$ cat config.mk
export PLATFORM = sky130hd
export DESIGN_NAME = pipeline_hazard_ctrl
export DESIGN_NICKNAME = d
export VERILOG_FILES = /design/src/rtl/pipeline_hazard_ctrl.sv
export SDC_FILE = /design/constraint.sdc
export NUM_CORES = 1
export LEC_CHECK = 0
export CAP_MARGIN = 15
export CORE_ASPECT_RATIO = 0.8
export CORE_MARGIN = 10
export CORE_UTILIZATION = 46
export CTS_CLUSTER_DIAMETER = 50
export DETAILED_ROUTE_END_ITERATION = 16
export PLACE_DENSITY_LB_ADDON = 0.25
export SYNTH_ARGS = -nofsm -noshare
export SYNTH_HDL_FRONTEND = slang
export SYNTH_SLANG_ARGS = --single-unit
$ cat constraint.sdc
create_clock -name clk -period 4.2 [get_ports clk]
set_input_delay 0.63 -clock clk [delete_from_list [all_inputs] [get_ports clk]]
set_output_delay 0.63 -clock clk [all_outputs]
set_load 0.05 [all_outputs]
$ cat src/rtl/pipeline_hazard_ctrl.sv
// rtl/pipeline_hazard_ctrl.sv - 3-stage pipeline sequencer: stage enables, valid bits, hazard bubbles, perf counters
module pipeline_hazard_ctrl #(
    parameter int CNT_WIDTH        = 32,
    parameter int REDIRECT_BUBBLES = 2
) (
    input  logic                 clk,
    input  logic                 rst,
    input  logic [31:0]          inst_id,
    input  logic [31:0]          inst_ex,
    input  logic                 redirect_ex,
    input  logic                 imem_ready,
    input  logic                 dmem_ready,
    output logic                 pc_en,
    output logic                 id_en,
    output logic                 ex_en,
    output logic                 wb_en,
    output logic                 bubble_ex,
    output logic                 valid_id,
    output logic                 valid_ex,
    output logic                 valid_wb,
    output logic [CNT_WIDTH-1:0] stall_cnt,
    output logic [CNT_WIDTH-1:0] flush_cnt
);

    localparam logic [2:0] S_BOOT   = 3'd0;
    localparam logic [2:0] S_RUN    = 3'd1;
    localparam logic [2:0] S_ISTALL = 3'd2;
    localparam logic [2:0] S_DSTALL = 3'd3;
    localparam logic [2:0] S_REDIR  = 3'd4;

    localparam logic [6:0] OP_LOAD   = 7'b0000011;
    localparam logic [6:0] OP_STORE  = 7'b0100011;
    localparam logic [6:0] OP_R      = 7'b0110011;
    localparam logic [6:0] OP_BRANCH = 7'b1100011;
    localparam logic [6:0] OP_LUI    = 7'b0110111;
    localparam logic [6:0] OP_AUIPC  = 7'b0010111;
    localparam logic [6:0] OP_JAL    = 7'b1101111;

    logic [2:0]           state_q, state_d;
    logic                 valid_id_q, valid_id_d;
    logic                 valid_ex_q, valid_ex_d;
    logic                 valid_wb_q, valid_wb_d;
    logic [1:0]           bcnt_q, bcnt_d;
    logic [CNT_WIDTH-1:0] stall_cnt_q, stall_cnt_d;
    logic [CNT_WIDTH-1:0] flush_cnt_q, flush_cnt_d;

    logic [6:0] op_ex, op_id;
    logic [4:0] rd_ex, rs1_id, rs2_id;
    logic       mem_ex, dstall, lu, redir, rs1_used, rs2_used;
    logic       pc_en_c, id_en_c, ex_en_c, wb_en_c, bubble_c;
    logic       stall_inc, flush_inc;

    assign op_ex  = inst_ex[6:0];
    assign op_id  = inst_id[6:0];
    assign rd_ex  = inst_ex[11:7];
    assign rs1_id = inst_id[19:15];
    assign rs2_id = inst_id[24:20];

    // Unknown opcodes are treated as reading rs1, so a stall is never missed.
    assign rs1_used = !((op_id == OP_LUI) || (op_id == OP_AUIPC) || (op_id == OP_JAL));
    assign rs2_used = (op_id == OP_R) || (op_id == OP_STORE) || (op_id == OP_BRANCH);

    assign mem_ex = valid_ex_q && ((op_ex == OP_LOAD) || (op_ex == OP_STORE));
    assign dstall = mem_ex && !dmem_ready;
    assign redir  = redirect_ex && valid_ex_q;
    assign lu     = valid_ex_q && (op_ex == OP_LOAD) && (rd_ex != 5'd0) && valid_id_q &&
                    ((rs1_used && (rs1_id == rd_ex)) || (rs2_used && (rs2_id == rd_ex)));

    always_comb begin
        state_d    = state_q;
        valid_id_d = valid_id_q;
        valid_ex_d = valid_ex_q;
        valid_wb_d = valid_wb_q;
        bcnt_d     = bcnt_q;
        pc_en_c    = 1'b0;
        id_en_c    = 1'b0;
        ex_en_c    = 1'b0;
        wb_en_c    = 1'b0;
        bubble_c   = 1'b1;
        stall_inc  = 1'b0;
        flush_inc  = 1'b0;
        case (state_q)
            S_BOOT: begin
                if (imem_ready) begin
                    pc_en_c    = 1'b1;
                    id_en_c    = 1'b1;
                    valid_id_d = 1'b1;
                    state_d    = S_RUN;
                end
            end
            // RUN, ISTALL and DSTALL share one priority evaluation; they differ only in entry reason.
            S_RUN, S_ISTALL, S_DSTALL: begin
                if (dstall) begin
                    state_d = S_DSTALL;
                end else begin
                    wb_en_c    = 1'b1;
                    ex_en_c    = 1'b1;
                    valid_wb_d = valid_ex_q;
                    if (redir) begin
                        pc_en_c    = 1'b1;
                        valid_ex_d = 1'b0;
                        valid_id_d = 1'b0;
                        flush_inc  = 1'b1;
                        bcnt_d     = 2'(REDIRECT_BUBBLES - 1);
                        state_d    = (REDIRECT_BUBBLES > 1) ? S_REDIR : S_RUN;
                    end else if (lu) begin
                        valid_ex_d = 1'b0;
                        state_d    = S_RUN;
                    end else if (!imem_ready) begin
                        valid_ex_d = 1'b0;
                        state_d    = S_ISTALL;
                    end else begin
                        pc_en_c    = 1'b1;
                        id_en_c    = 1'b1;
                        bubble_c   = 1'b0;
                        valid_ex_d = valid_id_q;
                        valid_id_d = 1'b1;
                        state_d    = S_RUN;
                    end
                end
                stall_inc = !pc_en_c;
            end
            S_REDIR: begin
                wb_en_c    = 1'b1;
                ex_en_c    = 1'b1;
                pc_en_c    = imem_ready;
                valid_wb_d = valid_ex_q;
                valid_ex_d = 1'b0;
                valid_id_d = 1'b0;
                flush_inc  = 1'b1;
                if (imem_ready) begin
                    if (bcnt_q <= 2'd1) begin
                        bcnt_d  = 2'd0;
                        state_d = S_RUN;
                    end else begin
                        bcnt_d = 2'(bcnt_q - 2'd1);
                    end
                end
            end
            default: state_d = S_BOOT;
        endcase
    end

    always_comb begin
        stall_cnt_d = stall_cnt_q;
        flush_cnt_d = flush_cnt_q;
        if (stall_inc && (stall_cnt_q != {CNT_WIDTH{1'b1}}))
            stall_cnt_d = stall_cnt_q + 1'b1;
        if (flush_inc && (flush_cnt_q != {CNT_WIDTH{1'b1}}))
            flush_cnt_d = flush_cnt_q + 1'b1;
    end

    always_ff @(posedge clk or posedge rst) begin
        if (rst) begin
            state_q     <= S_BOOT;
            valid_id_q  <= 1'b0;
            valid_ex_q  <= 1'b0;
            valid_wb_q  <= 1'b0;
            bcnt_q      <= 2'd0;
            stall_cnt_q <= '0;
            flush_cnt_q <= '0;
        end else begin
            state_q     <= state_d;
            valid_id_q  <= valid_id_d;
            valid_ex_q  <= valid_ex_d;
            valid_wb_q  <= valid_wb_d;
            bcnt_q      <= bcnt_d;
            stall_cnt_q <= stall_cnt_d;
            flush_cnt_q <= flush_cnt_d;
        end
    end

    // Enables are combinational, so they are forced idle while reset is held.
    assign pc_en     = pc_en_c && !rst;
    assign id_en     = id_en_c && !rst;
    assign ex_en     = ex_en_c && !rst;
    assign wb_en     = wb_en_c && !rst;
    assign bubble_ex = bubble_c || rst;
    assign valid_id  = valid_id_q;
    assign valid_ex  = valid_ex_q;
    assign valid_wb  = valid_wb_q;
    assign stall_cnt = stall_cnt_q;
    assign flush_cnt = flush_cnt_q;

endmodule

* After elaboration in Yosys (flattened, before gate mapping)
Cells that the tools add are included.
Storage, ports and cells: bits in registers 72, input port bits 69, output and inout port bits 72, logic and storage cells 112
Operators by class: $add $sub $neg 3, magnitude comparators 1, equality and inequality tests 22, muxes and demuxes 45, reductions and logical operators 34
Operators with widths (count):
- adder 32 x 1 -> 32 bit (second input constant) | 2
- inequality test 32 bit (second input constant) | 2
- == test 7 x 6 -> 1 bit (second input constant) | 4
- 2-to-1 mux 1 bit | 25
- 2-to-1 mux 3 bit | 5
- == test 7 bit (second input constant) | 2
- logical AND 1 bit | 14
- 2-to-1 mux 2 bit | 6
- == test 5 bit | 2
- inequality test 2 bit (second input constant) | 5
- one-hot mux 1 bit (2 select lines) | 5
- one-hot mux 3 bit (3 select lines) | 1
- == test 7 x 2 -> 1 bit (second input constant) | 1
- == test 7 x 5 -> 1 bit (second input constant) | 1
- logical OR 1 bit | 7
- == test 3 x 2 -> 1 bit (second input constant) | 2
- one-hot mux 1 bit (3 select lines) | 2
- AND reduction 3 bit | 2
- nonzero test 5 bit | 1
- logical NOT 1 bit | 4
- one-hot mux 2 bit (2 select lines) | 1
- AND reduction 4 bit | 1
- == test 3 x 1 -> 1 bit (second input constant) | 1
- == test 3 bit (second input constant) | 1
- 8 further kinds | 8

* Longest topological paths before layout
word-level depth 14, gate-level depth with buffers 8, mapped depth without buffers 7

* Worst setup path after synthesis
OpenSTA, ideal clock, no wires.
kind in2out, from input inst_id[6], to output id_en, arrival time 3.217 ns, required time 3.570 ns, slack 0.353 ns, stages on the path 6, cell sequence and2_1 -> a2111oi_0 -> nor4_1 -> o21ai_2 -> a31oi_1 -> nor4b_1
On the way: word-level cells in the longest chain between the ends 12, elaborated cells on any way between the ends 20, classes of those cells eq/ne: 6; mux: 4; reduce/logical: 10
RTL lines:
- start: declaration | RTL line 8 | input logic [31:0] inst_id,
- == test 7 x 6 -> 1 bit / == test 7 x 5 -> 1 bit (equally long branches) | RTL line 60 | assign rs1_used = !((op_id == OP_LUI) || (op_id == OP_AUIPC) || (op_id == OP_JAL));
- logical OR 1 bit (2 in series) | RTL line 60
- logical NOT 1 bit | RTL line 60
- logical AND 1 bit | RTL line 67 | ((rs1_used && (rs1_id == rd_ex)) || (rs2_used && (rs2_id == rd_ex)));
- logical OR 1 bit (*) | RTL line 67
- logical AND 1 bit (*) | RTL line 66 | assign lu = valid_ex_q && (op_ex == OP_LOAD) && (rd_ex != 5'd0) && valid_id_q &&
- 2-to-1 mux 1 bit (*) | RTL line 106 | end else if (lu) begin
- 2-to-1 mux 1 bit (*) | RTL line 99 | if (redir) begin
- 2-to-1 mux 1 bit (*) | RTL line 93 | if (dstall) begin
- one-hot mux 1 bit (2 select lines) (*) | RTL line 82 | case (state_q)
- logical AND 1 bit (*) | RTL line 175 | assign id_en = id_en_c && !rst;
- end: declaration | RTL line 14 | output logic id_en,
Every way passes the cells marked *; elsewhere a longest branch is shown, timed or not.

* Worst setup path after layout
from input inst_id[3], to output bubble_ex
On the way: word-level cells in the longest chain between the ends 12, elaborated cells on any way between the ends 20, classes of those cells eq/ne: 6; mux: 4; reduce/logical: 10
RTL lines:
- == test 7 x 6 -> 1 bit / == test 7 x 5 -> 1 bit (equally long branches) | RTL line 60
- logical OR 1 bit (2 in series) | RTL line 60
- logical NOT 1 bit | RTL line 60
- logical AND 1 bit | RTL line 67
- logical OR 1 bit (*) | RTL line 67
- logical AND 1 bit (*) | RTL line 66
- 2-to-1 mux 1 bit (*) | RTL line 106
- 2-to-1 mux 1 bit (*) | RTL line 99
- 2-to-1 mux 1 bit (*) | RTL line 93
- 2-to-1 mux 1 bit (*) | RTL line 82
- logical OR 1 bit (*) | RTL line 178 | assign bubble_ex = bubble_c || rst;
- end: declaration | RTL line 17 | output logic bubble_ex,
Marked as above.

==> results <==
- The flow ran to the end, and the final reports show no timing, DRC or antenna violations.
- The summed instance area of the synthesized netlist is 3770 µm².
- From left edge to right edge, the die measures about 120 µm.
- The first-iteration detailed-routing DRC count is roughly 240.
- The part of the Yosys area used for sequential elements is 0.4779.
- The clock-pin slew on the worst setup and hold paths is ~70 ps.
- The repair_antennas step left the layout with diodes totalling 0.
- The count of input and output buffers is 105.
- The library cell appearing most often on the critical path is sky130_fd_sc_hd__nand3_1.
- Traced cell by cell, the critical path runs through clkdlybuf4s50_1, nand3_1, a2111oi_0, nor4_1, o21ai_2, nand2_1, nor3_1, nand3_1, buf_4.
- The congestion estimate from routability-driven global placement came to 0.8414.
- In the finished design, the share of the clock period the worst path needs comes to 0.8495.
- The critical path crosses 9 cells after its start point.
- The routed layout has ~3100 vias.
- After the flow finishes, the layout carries non-filler instances totaling slightly below 600.
- In the post-synthesis netlist, the cell with the most instances is sky130_fd_sc_hd__dfrtp_1.
- The number of standard cells after synthesis is roughly 370.
- The setup clock skew after layout is 11.96 ps.
- The starting density of the core is 0.4744.
- The via count of the first global-routing pass is 3149.
- For this run, asynchronously set or reset flops after synthesis account for 1.000.
- The area enclosed by the die boundary is between 10000 and 15000 µm².
- The number of nets in the layout is roughly 550.
- Summed over all layers, the global routing overflow is 0.
- IR analysis of the VDD net gives a maximum drop of 272.3 µV.
- The dominant cell type by area after synthesis is sky130_fd_sc_hd__dfrtp_1.
- The setup slack on the worst flop-to-flop path is between 1500 and 2000 ps.
- STA classifies the critical path endpoint as an output pin.
- For the pin with the worst max-slew slack, the measured transition is ~920 ps.
- No sink is reached through more buffers than the 2 on the longest clock path.
- The endpoint of the worst-slack reg-to-reg timing path is stall_cnt[1].
- For this run, the slowest stage of the critical path takes roughly 580 ps.
- Counting flops and latches in the post-synthesis netlist gives between 70 and 80.
- The top-level I/O count is about 140.
- The number of placed instances with taps included is between 500 and 600.
- The worst-case headroom to the max-slew limit is 0.3837.
- The endpoint of the most critical setup path is bubble_ex.
- In the synthesized netlist the dominant register cell turns out to be sky130_fd_sc_hd__dfrtp_1.
- The post-synthesis cell type count is between 40 and 50.
- Across every metal layer, demand over resource in global routing totals 0.1605.
- The setup TNS after final layout is 0 ps.
- Entering global routing, the biggest net connects 73 pins.
- The CTS tree is yes.
- The number of nets handed over by synthesis was between 400 and 500.
- After clock tree synthesis, the setup repair step added 0 buffers.
- The fraction of met1 tracks used by global routing is 0.2001.
- The worst setup path is launched from an input port.
- The tightest min-delay check is of the flip-flop to flip-flop type.
- By area the synthesized netlist is led by sky130_fd_sc_hd__dfrtp_1 48%, sky130_fd_sc_hd__xnor2_1 13%, sky130_fd_sc_hd__nand3_1 5.7%, sky130_fd_sc_hd__and3_1 5.3%, sky130_fd_sc_hd__xor2_1 3.5%.
- The critical path's slowest cell is sky130_fd_sc_hd__a2111oi_0.
- The utilization after layout is 0.6413.
- The floorplan has 29 rows.
- Yosys mapped a number of flops with a built-in enable equal to 0.
- After synthesis, the mean cell area works out to roughly 10 µm².
- The region available for standard cell placement spans roughly 8000 µm².
- The number of instances resized during post-cts repair is 0.
- The analysis attributes to cell leakage a power of ~2.2 nW.
- The number of failing setup endpoints in the final timing report is 0.
- The final-report max-slew violation count was 0.
- In the routed design, unresolved DRC markers number 0.
- The later-pin clock latency in the skew report is between 300 and 400 ps.
- The required arrival time at the worst endpoint is about 3600 ps.
- The final-layout fill cell count is ~650.
- Across the run, the number of max-cap violations was 0.
- The number of antenna-violating nets in the routed design is 0.
- The number of cells on the worst reg-to-reg path is 7.
- The count of final hold-check violations came to 0.
- Counting the buffers created by CTS gives 9.
- The startpoint of the worst setup timing path is inst_id[3].
- After detailed routing, the number of vias per cell comes to about 5.3.
- The most heavily used metal layer in global routing is met2.
- The portion of synthesized cell area occupied by the leading cell type is 0.4779.
- The met2 usage is 0.2607.
- After layout, the minimum clock period comes to ~3600 ps.
- The total of hold buffers inserted after clock tree synthesis is 0.
- The detailed-placement wirelength estimate is roughly 7400 µm.
- The critical path in this run is classified as input port to output pin.
- The die height is between 100 and 150 µm.
- Relative to the synthesized area, the layout overhead comes to 35.18%.
- Dividing the detail-routed wire length by the instance count gives approximately 17 µm.
- The wire length of the first global-routing pass is approximately 16000 µm.
- The worst path buffer plus inverter count is 2.
- Data on the critical path arrives at its endpoint at approximately 3000 ps.
- The initial antenna violation count is 0.
- For met3 alone, demand over resource in global routing was 0.05319.
- Timing would allow up to 0.2803 GHz.
- The number of warning messages in the yosys log is 0.
- Setup repair after global routing left no endpoint under its margin.
- In this run the clock root is driven by a sky130_fd_sc_hd__clkbuf_8.
- After synthesis, the most frequently instantiated cells are 72 x sky130_fd_sc_hd__dfrtp_1, 57 x sky130_fd_sc_hd__xnor2_1, 43 x sky130_fd_sc_hd__nand3_1.
- Of the cells placed in the final design, the portion with a size suffix greater than 1 is 0.07516.
- The power per standard cell area is between 400 and 500 nW/µm².
- Of all nets on the critical path, the largest fanout is 5.
- The total iterations of the first detailed-routing run is 4.
- The source of the worst register-to-register timing path is stall_cnt[10].
- The total wire length after detailed routing is approximately 10000 µm.
- Clock tree synthesis found a total of 72 sinks.
- The clock tree synthesis step divided the H-tree into 3 levels.
- The cell class contributing the biggest share of worst-path delay is compound AO/OA/AOI/OAI gates.
registers in the layout, summed over array words and instances (netlist names):
name / flops
valid_ex: 1
stall_cnt: 32
bcnt_q: 2
valid_id: 1
state_q: 3
flush_cnt: 32
valid_wb: 1
cell type report:
class,count,area (µm²),share of cell area
Clock buffer,11,141.4,0.02774
Clock inverter,4,45.04,0.008839
Inverter,4,15.01,0.002946
Multi-Input combinational cell,280,1892,0.3712
Sequential cell,72,1802,0.3535
Tap cell,108,135.1,0.02652
Timing Repair Buffer,108,1066,0.2092
how the worst min path moves through the flow:
stage,to,from,depth (start not counted)
floorplan,bcnt_q[0],bcnt_q[0],1
global placement,flush_cnt[6],flush_cnt[6],1
detailed placement,stall_cnt[26],stall_cnt[26],1
CTS,flush_cnt[12],flush_cnt[12],1
global route,stall_cnt[26],stall_cnt[26],1
finish,stall_cnt[26],stall_cnt[26],1
routing by layer:
layer,vias to the layer above,wire length [µm]
li1,1507,-
met1,1543,4273
met2,73,4782
met5,-,0
met4,0,124
met3,16,615
report_power, final:
group / internal, mW / total [mW] / switching [mW]
Sequential: 0.760 / 0.842 / 0.0826
Clock: 0.285 / 0.537 / 0.252
Combinational: 0.246 / 0.669 / 0.423
kinds of logic after synthesis:
kind of cell,Yosys count,share of synthesized area
AO/OA/AOI/OAI,23,0.05277
XOR/XNOR,72,0.1673
adder cells (fa/ha/maj),2,0.006637
buffers and inverters,13,0.02024
flip-flops,72,0.4779
multiplexers,2,0.006968
AND/OR/NAND/NOR,181,0.2682
placed cells by master, fill, tap and decap left out, drive strengths merged, types with 4 or more instances in the layout:
| cell type | n |
|---|---|
| a31oi | 5 |
| and2 | 7 |
| and3 | 32 |
| and4 | 6 |
| buf | 6 |
| clkbuf | 11 |
| clkdlybuf4s50 | 102 |
| dfrtp | 72 |
| inv | 4 |
| nand2 | 34 |
| nand3 | 43 |
| nand4 | 15 |
| nor2 | 21 |
| nor3 | 9 |
| nor4 | 5 |
| o21ai | 5 |
| xnor2 | 57 |
| xor2 | 15 |
metrics by stage:
step                      hold WS (ps)  cell area, µm²  power (mW)  worst slack [ps]
after global placement           476.9            4910       1.518             687.1
after detailed placement         486.6            4910       1.528             655.2
after global routing             506.9            5096       2.139             416.4
after floorplan                  456.6            3770       1.299             353.0
after CTS                        499.9            5096       2.067             647.1
final                            493.8            5096       2.049             632.2
Power figures use the tool's default switching activity.
